**src/rtl/alu_seq.sv**
```systemverilog
// rtl/alu_seq.sv - registered WIDTH-bit ALU with iterative MUL, carry/zero flags and valid/ready handshakes
//
// Ports:
//   clk, rst_n           clock (rising edge), asynchronous active-low reset
//   in_valid / in_ready  operation handshake; y, im, op and c_flag are captured on accept
//   op                   0 ADD, 1 ADC, 2 SUB, 3 AND, 4 OR, 5 XOR, 6 SHL, 7 MUL
//   y, im                operands A and B
//   out_valid/out_ready  result handshake
//   sgm, cout            result and its carry/borrow/overflow
//   c_flag, z_flag       persistent flags, updated at result handoff only
module alu_seq #(
  parameter int WIDTH = 4
) (
  input  logic             clk,
  input  logic             rst_n,
  input  logic             in_valid,
  output logic             in_ready,
  input  logic [2:0]       op,
  input  logic [WIDTH-1:0] y,
  input  logic [WIDTH-1:0] im,
  output logic             out_valid,
  input  logic             out_ready,
  output logic [WIDTH-1:0] sgm,
  output logic             cout,
  output logic             c_flag,
  output logic             z_flag
);

  localparam int CW = $clog2(WIDTH);

  localparam logic [2:0] OP_ADD = 3'd0;
  localparam logic [2:0] OP_ADC = 3'd1;
  localparam logic [2:0] OP_SUB = 3'd2;
  localparam logic [2:0] OP_AND = 3'd3;
  localparam logic [2:0] OP_OR  = 3'd4;
  localparam logic [2:0] OP_XOR = 3'd5;
  localparam logic [2:0] OP_SHL = 3'd6;
  localparam logic [2:0] OP_MUL = 3'd7;

  typedef enum logic [1:0] {
    IDLE     = 2'd0,
    MUL_BUSY = 2'd1,
    DONE     = 2'd2
  } state_t;

  state_t state, next_state;

  logic               accept;
  logic               mul_last;
  logic [WIDTH:0]     alu_res;
  logic [2*WIDTH-1:0] mcand;
  logic [WIDTH-1:0]   mplier;
  logic [2*WIDTH-1:0] acc;
  logic [2*WIDTH-1:0] prod_next;
  logic [CW-1:0]      cnt;

  assign in_ready  = (state == IDLE);
  assign out_valid = (state == DONE);
  assign accept    = in_valid & in_ready;
  assign mul_last  = (cnt == CW'(WIDTH - 1));

  // Single-cycle ops: bit WIDTH of alu_res is the carry/borrow out.
  // The (WIDTH+1)-bit subtraction leaves the borrow (y < im) in the top bit.
  always_comb begin
    alu_res = '0;
    case (op)
      OP_ADD:  alu_res = {1'b0, y} + {1'b0, im};
      OP_ADC:  alu_res = {1'b0, y} + {1'b0, im} + {{WIDTH{1'b0}}, c_flag};
      OP_SUB:  alu_res = {1'b0, y} - {1'b0, im};
      OP_AND:  alu_res = {1'b0, y & im};
      OP_OR:   alu_res = {1'b0, y | im};
      OP_XOR:  alu_res = {1'b0, y ^ im};
      OP_SHL:  alu_res = {y, 1'b0};
      default: alu_res = '0;
    endcase
  end

  // Shift-add step: add the shifted multiplicand when the current multiplier LSB is set.
  assign prod_next = acc + (mplier[0] ? mcand : '0);

  always_ff @(posedge clk or negedge rst_n) begin
    if (!rst_n) begin
      state <= IDLE;
    end else begin
      state <= next_state;
    end
  end

  always_comb begin
    next_state = state;
    case (state)
      IDLE: begin
        if (accept) begin
          next_state = (op == OP_MUL) ? MUL_BUSY : DONE;
        end
      end
      MUL_BUSY: begin
        if (mul_last) begin
          next_state = DONE;
        end
      end
      DONE: begin
        if (out_ready) begin
          next_state = IDLE;
        end
      end
      default: next_state = IDLE;
    endcase
  end

  always_ff @(posedge clk or negedge rst_n) begin
    if (!rst_n) begin
      sgm    <= '0;
      cout   <= 1'b0;
      c_flag <= 1'b0;
      z_flag <= 1'b0;
      mcand  <= '0;
      mplier <= '0;
      acc    <= '0;
      cnt    <= '0;
    end else begin
      case (state)
        IDLE: begin
          if (accept) begin
            if (op == OP_MUL) begin
              mcand  <= {{WIDTH{1'b0}}, y};
              mplier <= im;
              acc    <= '0;
              cnt    <= '0;
            end else begin
              sgm  <= alu_res[WIDTH-1:0];
              cout <= alu_res[WIDTH];
            end
          end
        end
        MUL_BUSY: begin
          acc    <= prod_next;
          mcand  <= mcand << 1;
          mplier <= mplier >> 1;
          cnt    <= cnt + CW'(1);
          if (mul_last) begin
            sgm  <= prod_next[WIDTH-1:0];
            cout <= |prod_next[2*WIDTH-1:WIDTH];
          end
        end
        DONE: begin
          if (out_ready) begin
            c_flag <= cout;
            z_flag <= (sgm == '0);
          end
        end
        default: ;
      endcase
    end
  end

endmodule
```
**config.mk**
```make
export PLATFORM = sky130hd
export DESIGN_NAME = alu_seq
export DESIGN_NICKNAME = d
export VERILOG_FILES = /design/src/rtl/alu_seq.sv
export SDC_FILE = /design/constraint.sdc
export NUM_CORES = 1
export LEC_CHECK = 0
export ABC_AREA = 1
export CAP_MARGIN = 20
export CELL_PAD_IN_SITES_DETAIL_PLACEMENT = 2
export CELL_PAD_IN_SITES_GLOBAL_PLACEMENT = 2
export CORE_MARGIN = 4
export CORE_UTILIZATION = 33
export DETAILED_ROUTE_END_ITERATION = 10
export PLACE_DENSITY = 0.8
export SLEW_MARGIN = 20
export SYNTH_ARGS = -nofsm -noshare
export SYNTH_HDL_FRONTEND = slang
export SYNTH_SLANG_ARGS = --single-unit
export TNS_END_PERCENT = 10
```
**constraint.sdc**
```tcl
create_clock -name clk -period 2.2 [get_ports clk]
set_input_delay 0.33 -clock clk [delete_from_list [all_inputs] [get_ports clk]]
set_output_delay 0.33 -clock clk [all_outputs]
set_load 0.02 [all_outputs]
```
==> flow_summary_export.csv <==
group,metric,value,unit
yosys,synth-edff-count,0,
finish,finish.instance_area,3160,sq um
global_routing,first_global_vias,2686,
floorplanning,die_height,95.3,microns
pwr,p_total,3.18,mW
floorplanning,core_area,7330,sq um
timing,drv_slew,0,
worst_setup_path,r2r-end,"cout$_DFFE_PN0P_",
drt,drt_wl_total,7840,microns
yosys,ys.flop_type,"dfrtp_1",
yosys,synth_async_sr_flop_share,100,%
clock_network,root_buffer,"clkbuf_8",
global_routing,overflow,0,
worst_hold_path,hold_path_class,"in -> async",
worst_setup_path,reg2reg_depth,13,
drt,dr.pass1.iters,4,
floorplanning,fp-row-count,31,
clock_network,hold_buffers,0,
drt,wl_per_cell,16.2,microns
clock_network,cts_num_sinks,31,
yosys,ys_ff_latch,31,
placement,hpwl,6260,microns
finish,insertedDiodeCount,0,
drt,drc,0,
timing,worst_slew_pin_slew,0.412,ns
pwr,p_per_area,1010,nW/um^2
global_routing,antenna_found_initial,0,
floorplanning,dieArea,9080,sq um
flow_run,max-cap-violations,0,
worst_setup_path,arrival,2.24,ns
run_status,status,"finished, final reports clean",
timing,hold_violations,0,
clock_network,clkTransAtPathRegs,0.06,ns
worst_setup_path,ff2ff_setup_slack,0.20,ns
yosys,syn_inst,337,
timing,fin_crit,2.07,ns
timing,timing.final.crit_share,94.2,%
clock_network,cts_tree,"done",
finish,fill_cells,848,
timing,timing.fmax,0.483,GHz
floorplanning,die-width,95.3,microns
yosys,ys_warn_count,0,
worst_setup_path,crit_end,"sgm[3]$_DFFE_PN0P_",
placement,placedInstanceArea,2980,sq um
clock_network,cts_max_level,2,
yosys,postSynthNetCount,377,
drt,vias,2378,
placement,place_worst_setup_slack,-0.371,ns
timing,whs,0.452,ns
finish,nNetsFinal,424,
timing,fin_ws,0.128,ns
drt,ant_nets,0,
yosys,synth_cell_types,39,
worst_setup_path,cp-end-kind,"register",
global_routing,grt_pass1_wl,13000,microns
clock_network,numCtsBuffers,5,
pwr,power_leakage,1.63,nW
pwr,ir_drop,221,uV
placement,io_buffers,23,
floorplanning,initial_core_util,34.3,%
worst_setup_path,reg2reg_from,"mplier[0]$_DFFE_PN0P_",
timing,setup_viol,0,
global_routing,grt_usage,18.6,%
worst_setup_path,crit_path_start_kind,"input pin",
timing,skew,0.00662,ns
timing,maxSlewHeadroom,72.5,%
finish,drive_above_1_share,19.5,%
yosys,seq_area_frac_synth,30.8,%
clock_network,insertion_delay,0.28,ns
yosys,syn_area_per_cell,7.46,sq um
finish,area_growth,25.5,%
worst_setup_path,crit_fanout,4,
drt,drtIter0Drc,56,
drt,vias_per_cell,4.91,
worst_setup_path,worstSetupPathType,"in -> reg",
floorplanning,ioPinCount,24,
worst_setup_path,cp.required,2.37,ns
placement,gp_congestion,0.865,
global_routing,grt_max_degree,32,
yosys,syn-cell-area,2510,sq um
clock_network,clockBufferDepth,2,
worst_setup_path,setup.worst_path.start,"im[2]",
timing,timing.setup.tns,0,ns
-- registers in the layout, indices dropped and copies added (netlist names) --
name,cells
sgm,4
cout,1
cnt,2
acc,8
c_flag,1
state,2
mplier,4
mcand,8
z_flag,1
-- what timing repair did --
action                                  4_1_cts  5_1_grt
buffers inserted                              2        0
resized for setup                             3       18
endpoints found under the setup margin        3        3
pin swaps                                     1        1
-- layout make-up --
class | instances | area (sq um) | area share (%)
Multi-Input combinational cell | 232 | 1500 | 47.6
Inverter | 65 | 244 | 7.73
Sequential cell | 31 | 776 | 24.6
Clock buffer | 7 | 76.3 | 2.42
Tap cell | 99 | 124 | 3.93
Timing Repair Buffer | 49 | 428 | 13.6
Clock inverter | 1 | 5.00 | 0.159
-- placed cells by master (no fill, tap or decap), drive strengths merged, types with 3 or more instances in the layout --
cell / count
a21oi: 12
a22o: 5
a31oi: 4
buf: 26
clkbuf: 7
clkdlybuf4s50: 19
dfrtp: 31
fa: 3
ha: 22
inv: 65
nand2: 89
nand3: 21
nand4: 6
nor2: 26
nor3: 3
o211ai: 4
o21ai: 21
o22ai: 8
-- kinds of logic (layout without fill, tap and decap cells) --
| logic type | after synthesis | in the layout | synth area share [%] |
|---|---|---|---|
| muxes | 1 | 1 | 0.448 |
| buffers and inverters | 74 | 122 | 12.6 |
| xor gates and xnor gates | 2 | 2 | 0.697 |
| DFF | 31 | 31 | 30.8 |
| and+or+nand+nor | 149 | 149 | 27.7 |
| adders and majority gates | 25 | 25 | 13.3 |
| AOI/OAI and AO/OA | 55 | 55 | 14.4 |
-- per-layer routing --
| metal | vias to the layer above | part of all wire [%] | global-route usage [%] |
|---|---|---|---|
| li1 | 1175 | - | - |
| met1 | 1169 | 44 | 21.6 |
| met2 | 26 | 54 | 36.2 |
| met3 | 8 | 1.1 | 1.42 |
| met4 | 0 | 1.2 | 4.69 |
| met5 | - | 0 | 0 |
-- report_power, final --
part | switching [mW] | total, mW | leakage (nW) | internal [mW]
sequential | 0.196 | 1.01 | 0.397 | 0.810
clock | 0.205 | 0.427 | 0.0422 | 0.222
combinational | 1.02 | 1.75 | 1.19 | 0.733
total | 1.42 | 3.18 | 1.63 | 1.76
-- worst min path at each step --
| stage | start | end | slack [ns] |
|---|---|---|---|
| 4_1_cts | rst_n | mcand[0]$_DFFE_PN0P_ | 0.46 |
| 3_3_place_gp | acc[0]$_DFFE_PN0P_ | acc[0]$_DFFE_PN0P_ | 0.47 |
| 3_5_place_dp | acc[2]$_DFFE_PN0P_ | acc[2]$_DFFE_PN0P_ | 0.49 |
| 6_report | rst_n | mplier[2]$_DFFE_PN0P_ | 0.45 |
| 2_1_floorplan | rst_n | acc[0]$_DFFE_PN0P_ | 0.03 |
| 5_1_grt | rst_n | mcand[7]$_DFFE_PN0P_ | 0.48 |
-- Yosys cell counts (all sizes together) (2+ instances only) --
master | count | area share (%)
o21ai | 21 | 5.1
inv | 65 | 9.7
o211ai | 4 | 1.2
or2 | 2 | 0.60
nor3 | 3 | 1.5
nand3 | 21 | 4.4
a21oi | 12 | 2.5
a22o | 5 | 1.7
nor2 | 26 | 5.3
fa | 3 | 2.4
o22ai | 8 | 2.2
dfrtp | 31 | 31
ha | 22 | 11
buf | 9 | 2.9
a31oi | 4 | 1.2
nand2 | 89 | 14
nand4 | 6 | 1.5
-- critical path, cell delays in order --
cell	delay, ns
clkdlybuf4s50_1	0.49
inv_1	0.07
ha_2	0.37
inv_2	0.07
a21oi_1	0.23
nand3_1	0.12
nand3_1	0.08
nor2_1	0.06
nor2_1	0.12
nand2_1	0.12
a21oi_2	0.14
nor2_1	0.05
-- through the flow --
stage,std cells,util (%)
floorplan,337,-
global placement,474,40.6
detailed placement,474,40.6
CTS,484,41.9
global route,484,43.0
finish,484,43.0
Note: power is estimated with default switching activity, not from simulation.
==> patch (same settings) <==
Re-encode `state_t` (3 states) as one-hot, 3 bits wide.
--- a/src/rtl/alu_seq.sv
+++ b/src/rtl/alu_seq.sv
@@ -37,10 +37,10 @@
   localparam logic [2:0] OP_SHL = 3'd6;
   localparam logic [2:0] OP_MUL = 3'd7;
 
-  typedef enum logic [1:0] {
-    IDLE     = 2'd0,
-    MUL_BUSY = 2'd1,
-    DONE     = 2'd2
+  typedef enum logic [2:0] {
+    IDLE     = 3'b001,
+    MUL_BUSY = 3'b010,
+    DONE     = 3'b100
   } state_t;
 
   state_t state, next_state;
Formal check against the unedited RTL: no difference found for any inputs over 10 cycles, from zero or initial values and one cycle with rst_n low; not proved beyond that.
==> patch against the unedited design <==
  * Highest routed layer unchanged
  * Sequential share of layout area rose by 0.31 points
  * Hold slack got worse by 0.0059 ns
  * Routed wire length rose by 17%
  * Sequential cell count rose by 1
  * Critical path type unchanged
  * Setup slack got worse by 0.10 ns
  * Critical endpoint is now cout
  * Final area rose by 2.1%
  * Power rose by 18%
  * Largest power group unchanged
  * Area after synthesis fell by 1.5%
==> patch: results (changes against the unedited design) <==
| Metric | Value |
|---|---|
| Syn_area_per_cell | `7.53 sq um (+0.85%)` |
| Fin nets | `423 (-0.24%)` |
| R2R Setup Slk | `0.23 ns (+0.03 ns)` |
| Initial DRC Count | `86 (+54%)` |
| CP arrival | `2.35 ns (+0.11 ns)` |
| Static Leak | `0.00168 uW (+3.1%)` |
| Reg2reg path depth | `15 (+2)` |
| First-pass GRT wire length | `14400 um (+11%)` |
| Status | `finished, final reports clean` |
| DP Area | `2990 sq um (+0.34%)` |
| Worst-path maximum fanout | `5 (+1)` |
| Peak VDD IR | `0.000700 V (+220%)` |
| Sequential-to-total area share from yosys stat | `32.4% (+1.5 points)` |
| Relative slew slack | `71.1% (-1.4 points)` |
| Post-route clock skew | `0.00438 ns (-0.00224 ns)` |
| Routed length per instance | `19.0 um (+17%)` |
| DP Cell Count | `471 (-0.63%)` |
| Top cells by instance count after synthesis | `nand2_1 (80), inv_1 (57), dfrtp_1 (31)` |
| Total CTS buffers | `5 (unchanged)` |
| Via count | `2465 (+3.7%)` |
| Number of global-route vias before repair | `2793 (+4.0%)` |
| Top cells by area, synth | `dfrtp_1 (31%), nand2_1 (12%), ha_1 (11%)` |
| Largest net degree at the start of global routing | `33 (+3.1%)` |
| Vias/cell | `5.10 (+3.9%)` |
| DP HPWL | `6980 um (+12%)` |
| Synth cell types | `42 (+7.7%)` |
| Share of layout cells above drive strength 1 | `22.1% (+2.7 points)` |
patch: worst max path at each step:
stage                         start   end  slack [ns]  depth (start not counted)
after floorplan                y[0]  cout        0.33                         12
after global placement         y[0]  cout       -0.17                         13
after detailed placement       y[0]  cout       -0.38                         14
after CTS                 mplier[0]  cout      0.0001                         16
after global routing          im[2]  cout       -0.09                         14
final                          y[2]  cout        0.03                         14
patch: report_power, final:
part	internal [uW]	total [uW]	switching, uW
Combinational	894	2240	1340
Sequential	861	1070	207
Clock	222	444	222
Total	1980	3750	1770
patch: area by class of cell:
class,instances,area (sq um)
clock buffer,7,76.3
clock inverter,1,5.00
fill,867,4070
inverter,63,244
multi-input combinational,229,1510
sequential,32,802
tap,99,124
timing repair buffer,52,462
patch: what timing repair did:
item | CTS | global route
setup endpoints to repair | 1 | 4
pin swaps | 1 | 10
resized for setup | 2 | 31
setup buffers | 1 | 3
patch: metrics by stage:
| stage | worst slack, ns | total power [uW] | hold WS (ns) | TNS, ns |
|---|---|---|---|---|
| after floorplan | 0.328 | 2390 | 0.0344 | 0 |
| after global placement | -0.169 | 2930 | 0.470 | -0.562 |
| after detailed placement | -0.383 | 3100 | 0.490 | -1.12 |
| after CTS | 0.000102 | 3570 | 0.463 | 0 |
| after global routing | -0.0912 | 4060 | 0.487 | -0.139 |
| final | 0.0274 | 3750 | 0.446 | 0 |
patch: worst register-to-register path: cells and delay by family (launching register included):
family | cells | cell delay (ns)
fa+ha+maj | 1 | 0.30
simple gates | 12 | 0.95
flops | 1 | 0.39
buf+inv | 2 | 0.24
patch: layer usage:
metal,global-route usage [%],share of wire (%),vias to the layer above
li1,-,-,1161
met1,25.8,43,1257
met2,38.5,53,34
met3,2.47,1.9,13
met4,4.45,1.8,0
met5,0,0,-
patch: kinds of logic after synthesis:
kind of cell / count (synthesis) / synth area share [%]
flip-flops: 32 / 32.4
AND/OR/NAND/NOR: 144 / 26.5
adder cells (fa/ha/maj): 25 / 13.5
AO/OA/AOI/OAI: 57 / 15.3
XOR/XNOR: 2 / 0.708
multiplexers: 1 / 0.455
buffers and inverters: 68 / 11.2
